<file path="config.mk">
export PLATFORM = sky130hd
export DESIGN_NAME = pixel_tx_buffer
export DESIGN_NICKNAME = d
export VERILOG_FILES = /design/src/rtl/pixel_pkg.sv /design/src/rtl/sync_fifo.sv /design/src/rtl/pixel_tx_buffer.sv
export SDC_FILE = /design/constraint.sdc
export NUM_CORES = 1
export LEC_CHECK = 0
export BUFFER_PORTS_ARGS = -buffer_cell sky130_fd_sc_hd__buf_2
export CORE_MARGIN = 5
export CORE_UTILIZATION = 57
export DETAILED_ROUTE_END_ITERATION = 8
export GPL_TIMING_DRIVEN = 0
export HOLD_SLACK_MARGIN = 0.05
export PLACE_DENSITY = 0.79
export SYNTH_ARGS = -nofsm -noshare
export SYNTH_HDL_FRONTEND = slang
export SYNTH_HIERARCHICAL = 1
export SYNTH_SLANG_ARGS = --single-unit
</file>
<file path="constraint.sdc">
create_clock -name clk -period 7.02 [get_ports clk]
set_input_delay 0.351 -clock clk [delete_from_list [all_inputs] [get_ports clk]]
set_output_delay 0.351 -clock clk [all_outputs]
set_load 0.005 [all_outputs]
</file>
<file path="src/rtl/pixel_pkg.sv">
// pixel_pkg: shared constants and types for the pixel transmit buffer.
//   DATA_W_DEF    default pixel byte width
//   DEPTH_DEF     default FIFO depth (power of two)
//   BUSY_TIMEOUT  cycles the drain FSM waits for tx_busy before moving on
//   drain_state_t drain FSM state encoding
package pixel_pkg;

  localparam int DATA_W_DEF   = 8;
  localparam int DEPTH_DEF    = 16;
  localparam int BUSY_TIMEOUT = 16;
  localparam int TIMEOUT_W    = $clog2(BUSY_TIMEOUT);

  typedef enum logic [1:0] {
    IDLE      = 2'd0,
    START     = 2'd1,
    WAIT_BUSY = 2'd2,
    WAIT_DONE = 2'd3
  } drain_state_t;

endpackage

</file>
<file path="src/rtl/sync_fifo.sv">
// sync_fifo: single-clock FIFO holding pixel bytes for the drain FSM.
//   clk, reset   clock and asynchronous active-high reset
//   push, wdata  write request and byte (ignored while full)
//   pop, rdata   read request and head-of-queue byte (ignored while empty)
//   full, empty  occupancy flags derived from the registered level
//   level        number of stored bytes, 0..DEPTH
module sync_fifo #(
  parameter int DATA_W = 8,
  parameter int DEPTH  = 16
) (
  input  logic                   clk,
  input  logic                   reset,
  input  logic                   push,
  input  logic [DATA_W-1:0]      wdata,
  input  logic                   pop,
  output logic [DATA_W-1:0]      rdata,
  output logic                   full,
  output logic                   empty,
  output logic [$clog2(DEPTH):0] level
);

  localparam int AW = $clog2(DEPTH);
  localparam int LW = AW + 1;

  logic [DATA_W-1:0] mem_r [DEPTH];
  logic [AW-1:0]     wptr_r;
  logic [AW-1:0]     rptr_r;
  logic [LW-1:0]     level_r;
  logic              push_ok_s;
  logic              pop_ok_s;

  assign full      = (level_r == LW'(DEPTH));
  assign empty     = (level_r == {LW{1'b0}});
  assign push_ok_s = push & ~full;
  assign pop_ok_s  = pop & ~empty;
  assign rdata     = mem_r[rptr_r];
  assign level     = level_r;

  // Storage array; contents are don't-care until written, so no reset.
  always_ff @(posedge clk) begin
    if (push_ok_s) begin
      mem_r[wptr_r] <= wdata;
    end
  end

  // Pointers wrap naturally because DEPTH is a power of two.
  always_ff @(posedge clk or posedge reset) begin
    if (reset) begin
      wptr_r <= {AW{1'b0}};
      rptr_r <= {AW{1'b0}};
    end else begin
      if (push_ok_s) begin
        wptr_r <= wptr_r + AW'(1);
      end
      if (pop_ok_s) begin
        rptr_r <= rptr_r + AW'(1);
      end
    end
  end

  // Occupancy: a simultaneous push and pop leaves it unchanged.
  always_ff @(posedge clk or posedge reset) begin
    if (reset) begin
      level_r <= {LW{1'b0}};
    end else begin
      case ({push_ok_s, pop_ok_s})
        2'b10:   level_r <= level_r + LW'(1);
        2'b01:   level_r <= level_r - LW'(1);
        default: level_r <= level_r;
      endcase
    end
  end

endmodule

</file>
<file path="src/rtl/pixel_tx_buffer.sv">
// pixel_tx_buffer: buffers transformed pixel bytes and feeds them one at a
// time to a UART transmitter.
//   clk, reset          clock and asynchronous active-high reset
//   in_data, in_valid   byte from the transform stage
//   in_ready            buffer not full (depends only on registered occupancy)
//   tx_data, tx_start   registered byte and one-cycle start pulse to the UART
//   tx_busy             transmitter busy flag
//   level               current FIFO occupancy
//   overflow            sticky: a byte was offered while the buffer was full
module pixel_tx_buffer
  import pixel_pkg::*;
#(
  parameter int DATA_W = DATA_W_DEF,
  parameter int DEPTH  = DEPTH_DEF
) (
  input  logic                   clk,
  input  logic                   reset,
  input  logic [DATA_W-1:0]      in_data,
  input  logic                   in_valid,
  output logic                   in_ready,
  output logic [DATA_W-1:0]      tx_data,
  output logic                   tx_start,
  input  logic                   tx_busy,
  output logic [$clog2(DEPTH):0] level,
  output logic                   overflow
);

  localparam int LVL_W = $clog2(DEPTH) + 1;

  drain_state_t          state_r;
  drain_state_t          state_nxt_s;
  logic [DATA_W-1:0]     tx_data_r;
  logic [DATA_W-1:0]     tx_data_nxt_s;
  logic                  tx_start_r;
  logic                  tx_start_nxt_s;
  logic [TIMEOUT_W-1:0]  wait_cnt_r;
  logic [TIMEOUT_W-1:0]  wait_cnt_nxt_s;
  logic                  overflow_r;
  logic                  full_s;
  logic                  empty_s;
  logic                  push_s;
  logic                  pop_s;
  logic [DATA_W-1:0]     head_s;
  logic [LVL_W-1:0]      level_s;

  // A pop in the same cycle does not free a slot for the incoming byte.
  assign in_ready = ~full_s;
  assign push_s   = in_valid & ~full_s;

  sync_fifo #(
    .DATA_W (DATA_W),
    .DEPTH  (DEPTH)
  ) u_fifo (
    .clk   (clk),
    .reset (reset),
    .push  (push_s),
    .wdata (in_data),
    .pop   (pop_s),
    .rdata (head_s),
    .full  (full_s),
    .empty (empty_s),
    .level (level_s)
  );

  assign tx_data  = tx_data_r;
  assign tx_start = tx_start_r;
  assign overflow = overflow_r;
  assign level    = level_s;

  // Sticky overflow flag, cleared only by reset.
  always_ff @(posedge clk or posedge reset) begin
    if (reset) begin
      overflow_r <= 1'b0;
    end else if (in_valid && full_s) begin
      overflow_r <= 1'b1;
    end
  end

  // Drain FSM state and its registered outputs.
  always_ff @(posedge clk or posedge reset) begin
    if (reset) begin
      state_r    <= IDLE;
      tx_data_r  <= {DATA_W{1'b0}};
      tx_start_r <= 1'b0;
      wait_cnt_r <= {TIMEOUT_W{1'b0}};
    end else begin
      state_r    <= state_nxt_s;
      tx_data_r  <= tx_data_nxt_s;
      tx_start_r <= tx_start_nxt_s;
      wait_cnt_r <= wait_cnt_nxt_s;
    end
  end

  // Drain FSM next state. tx_start is registered, so the pulse computed in
  // START appears one cycle later, while the FSM already sits in WAIT_BUSY.
  always_comb begin
    state_nxt_s    = state_r;
    tx_data_nxt_s  = tx_data_r;
    tx_start_nxt_s = 1'b0;
    wait_cnt_nxt_s = wait_cnt_r;
    pop_s          = 1'b0;
    case (state_r)
      IDLE: begin
        if (!empty_s) begin
          pop_s         = 1'b1;
          tx_data_nxt_s = head_s;
          state_nxt_s   = START;
        end else begin
          state_nxt_s   = IDLE;
        end
      end
      START: begin
        tx_start_nxt_s = 1'b1;
        wait_cnt_nxt_s = {TIMEOUT_W{1'b0}};
        state_nxt_s    = WAIT_BUSY;
      end
      WAIT_BUSY: begin
        // Give up on seeing busy after the timeout so a missed flag
        // cannot stall the drain forever.
        if (tx_busy) begin
          state_nxt_s = WAIT_DONE;
        end else if (wait_cnt_r == TIMEOUT_W'(BUSY_TIMEOUT - 1)) begin
          state_nxt_s = WAIT_DONE;
        end else begin
          wait_cnt_nxt_s = wait_cnt_r + TIMEOUT_W'(1);
        end
      end
      WAIT_DONE: begin
        if (!tx_busy) begin
          state_nxt_s = IDLE;
        end else begin
          state_nxt_s = WAIT_DONE;
        end
      end
      default: begin
        state_nxt_s = IDLE;
      end
    endcase
  end

endmodule

</file>
==> impl_metrics.tcl <==
set metrics [dict create \
    setup-tns-final_ns 0 \
    synth_top_cell_by_area "edfxtp_1" \
    fin_ws_ns 3.84 \
    start_util_pct 57.5 \
    min_period_ns 3.18 \
    die_w_um 117 \
    grt_max_degree 17 \
    synth_fp_nets 412 \
    synth_top_area_share_pct 59.1 \
    vias 3514 \
    dieArea_um2 13600 \
    outcome "finished, final reports clean" \
    synth-compound-area-share_pct 5.40 \
    drc 0 \
    critical_path.top_delay_family "simple AND/OR/NAND/NOR gates" \
    syn-cell-area_um2 6500 \
    hold_viol_final 0 \
    fin_worst_skew_ns 0.0105 \
    post-place-ws_ns 3.88 \
    io_buffers 27 \
    antennaDiodeCount 0 \
    grt_pass1_wl_um 19000 \
    drt-total-wl_um 12600 \
    p_per_area_nw_per_um2 424 \
    final_net_count 460 \
    drv_cap 0 \
    slew_viol_final 0 \
    io_pins 28 \
    irDropWorstVdd_uv 314 \
    arrival_ns 3.48 \
    dr.pass1.iters 6 \
    syn_inst 389 \
    crit_chain "nor4_2 > and2b_1 > nor3_4 > nor2b_1 > buf_6 > ha_1 > inv_1 > fa_1 > nor2b_1 > o21ai_0 > nand3_1 > or3b_1 > xnor2_1" \
    worst_path_max_delay_cell "dfrtp_1" \
    cts_tree "done" \
    ant_nets 0 \
    cts_buffers 17 \
    path_class "reg -> reg" \
    postCtsSetupRepairBufs 0 \
    dpl_cell_area_um2 6820 \
    hold_depth 2 \
    synth_area_leaders "edfxtp_1 59%, dfrtp_1 11%, mux4_2 5.5%" \
    holdCritStartpoint "in_valid" \
    synth_area_per_cell_um2 16.7 \
    place.gp.congestion 0.870 \
    grt_overflow 0 \
    rsz0062_at_grt "no" \
    htree_levels 4 \
    hpwl_um 8230 \
    worstSetupStartpoint "u_fifo/level[0]" \
    hold_class "in -> reg" \
    cts.clk_slew.worst_paths_ns 0.06 \
    worst_setup_path_end_kind "register" \
    p_total_mw 3.13 \
    synth_simple_gate_area_share_pct 5.14 \
    post-route-period-util_pct 45.3 \
    path_max_fanout 10 \
    numClockSinks 157 \
    root_buffer "clkbuf_16" \
    synth.distinct_cells 43 \
    max_freq_mhz 315 \
    clock_path_buffers 2 \
    die_h_um 117 \
    yosysWarnings 6 \
    post_cts_resized 0 \
    final_util_pct 65.2 \
    worst_pin_slew_ns 1.32 \
    p_leak_nw 2.71 \
    core_um2 11300 \
    reg2regPathDepth 13 \
    area_delta_synth_final_pct 13.5 \
    yosys.area_share.adder_pct 2.23 \
    ys_seq_area_share_pct 70.2 \
    row_count 39 \
    synth_xor_area_share_pct 1.35 \
    start_kind "register" \
    crit_buf_inv 2 \
    ys_ff_latch 157 \
    grt.total_usage_pct 19.6 \
    rr_startpoint "u_fifo/level[0]" \
    drive_above_1_share_pct 24.7 \
    cp.depth 13 \
    holdWs_ns 0.161 \
    relSlewSlack_pct 11.2 \
    antenna_found_initial 0 \
    placedCellCount 559 \
    synth_mux_area_share_pct 12.5 \
    vias_per_cell 5.93 \
    crit_top_cell "nor2b_1" \
    final-instance-count-excl-fill 593 \
    grt_pass1_vias 3327 \
    initialDrtViolationCount 297 \
    wire_per_inst_um 21.2 \
    final_cell_area_um2 7390 \
    cp_slowest_stage_delay_ns 0.45 \
    crit_required_ns 7.32 \
    synth_top_family_by_area "multiplexers" \
    clock_latency_ns 0.42 \
    cts_hold_buf 1 \
    setup_viol 0 \
]
Yosys cell counts:
cell,number
nor2_1,14
nand3b_1,1
dfrtp_1,29
and2b_1,1
o21ai_0,20
xor2_1,3
a221oi_1,8
a31o_2,1
a21oi_1,13
nand3_1,4
o211ai_1,1
nor3b_2,1
xnor2_1,7
buf_1,2
a21o_1,2
nor2b_1,6
buf_4,1
and2_1,2
nor3_4,1
nand2_1,19
or3b_1,1
a311oi_1,1
a22oi_1,8
buf_2,4
and3_1,2
buf_6,7
mux4_2,16
mux2_4,1
edfxtp_1,128
nand4_1,2
nand2b_1,3
nor4_2,1
ha_1,10
nand2_4,1
clkbuf_1,4
o21a_1,1
fa_1,1
o2bb2ai_1,1
mux2i_1,26
buf_12,1
nor3_1,4
mux2_2,16
inv_1,14
flip-flops by register name, summed over array words and instances (netlist names):
name and cells:
u_fifo/mem_r 128, tx_start 1, state_r 2, wait_cnt_r 4, overflow 1, u_fifo/rptr_r 4
u_fifo/level 5, u_fifo/wptr_r 4, tx_data 8
worst register-to-register path, stage by stage (launching register included):
cell     delay (ns)
dfrtp_1        0.45
nor4_2         0.08
and2b_1        0.22
nor3_4         0.36
nor2b_1        0.22
buf_6          0.15
ha_1           0.25
inv_1          0.11
fa_1           0.41
nor2b_1        0.11
o21ai_0        0.10
nand3_1        0.10
or3b_1         0.37
xnor2_1        0.13
report_power, final:
| group | internal [mW] | switching, mW | total [mW] | leakage (nW) |
|---|---|---|---|---|
| registers | 1.17 | 0.0853 | 1.25 | 1.50 |
| logic | 0.459 | 0.579 | 1.04 | 0.929 |
| clock network | 0.463 | 0.379 | 0.842 | 0.275 |
per-layer routing:
metal | wire length (µm) | global-route usage, % | vias up | share of wire, %
li1 | - | - | 1585 | -
met1 | 5130 | 26.9 | 1769 | 41
met2 | 6420 | 31.4 | 145 | 51
met3 | 796 | 4.94 | 15 | 6.3
met4 | 206 | 6.27 | 0 | 1.6
met5 | 0 | 0 | - | 0
layout by cell type (no fill, tap or decap), types with 13 or more instances in the layout:
cell type / instances
buf_2: 31
dfrtp_1: 29
o21ai_0: 20
mux4_2: 16
mux2_2: 16
nand2_1: 19
mux2i_1: 26
clkbuf_16: 17
nor2_1: 14
edfxtp_1: 128
inv_1: 14
a21oi_1: 13
area by class of cell:
type / count / area (µm²)
inverters: 14 / 52.6
plain buffers: 19 / 149
flip-flops and latches: 157 / 4570
clock inverters: 15 / 124
repair buffers: 29 / 153
well taps: 143 / 179
clock buffers: 17 / 425
multi-input cells: 199 / 1730
fillers: 765 / 3940
final timing paths:
path	slack [ns]	endpoint
min in group asynchronous	0.53	u_fifo/rptr_r[1]
max reg2reg	3.84	u_fifo/level[4]
min reg2reg	0.46	overflow
min	0.16	overflow
max	3.84	u_fifo/level[4]
max in group asynchronous	6.07	tx_data[5]
logic make-up after synthesis:
family,count (synthesis)
simple gates,63
flops,157
compound gates,56
xor+xnor,10
buf+inv,33
mux,59
fa+ha+maj,11
Note: power is estimated with default switching activity, not from simulation.
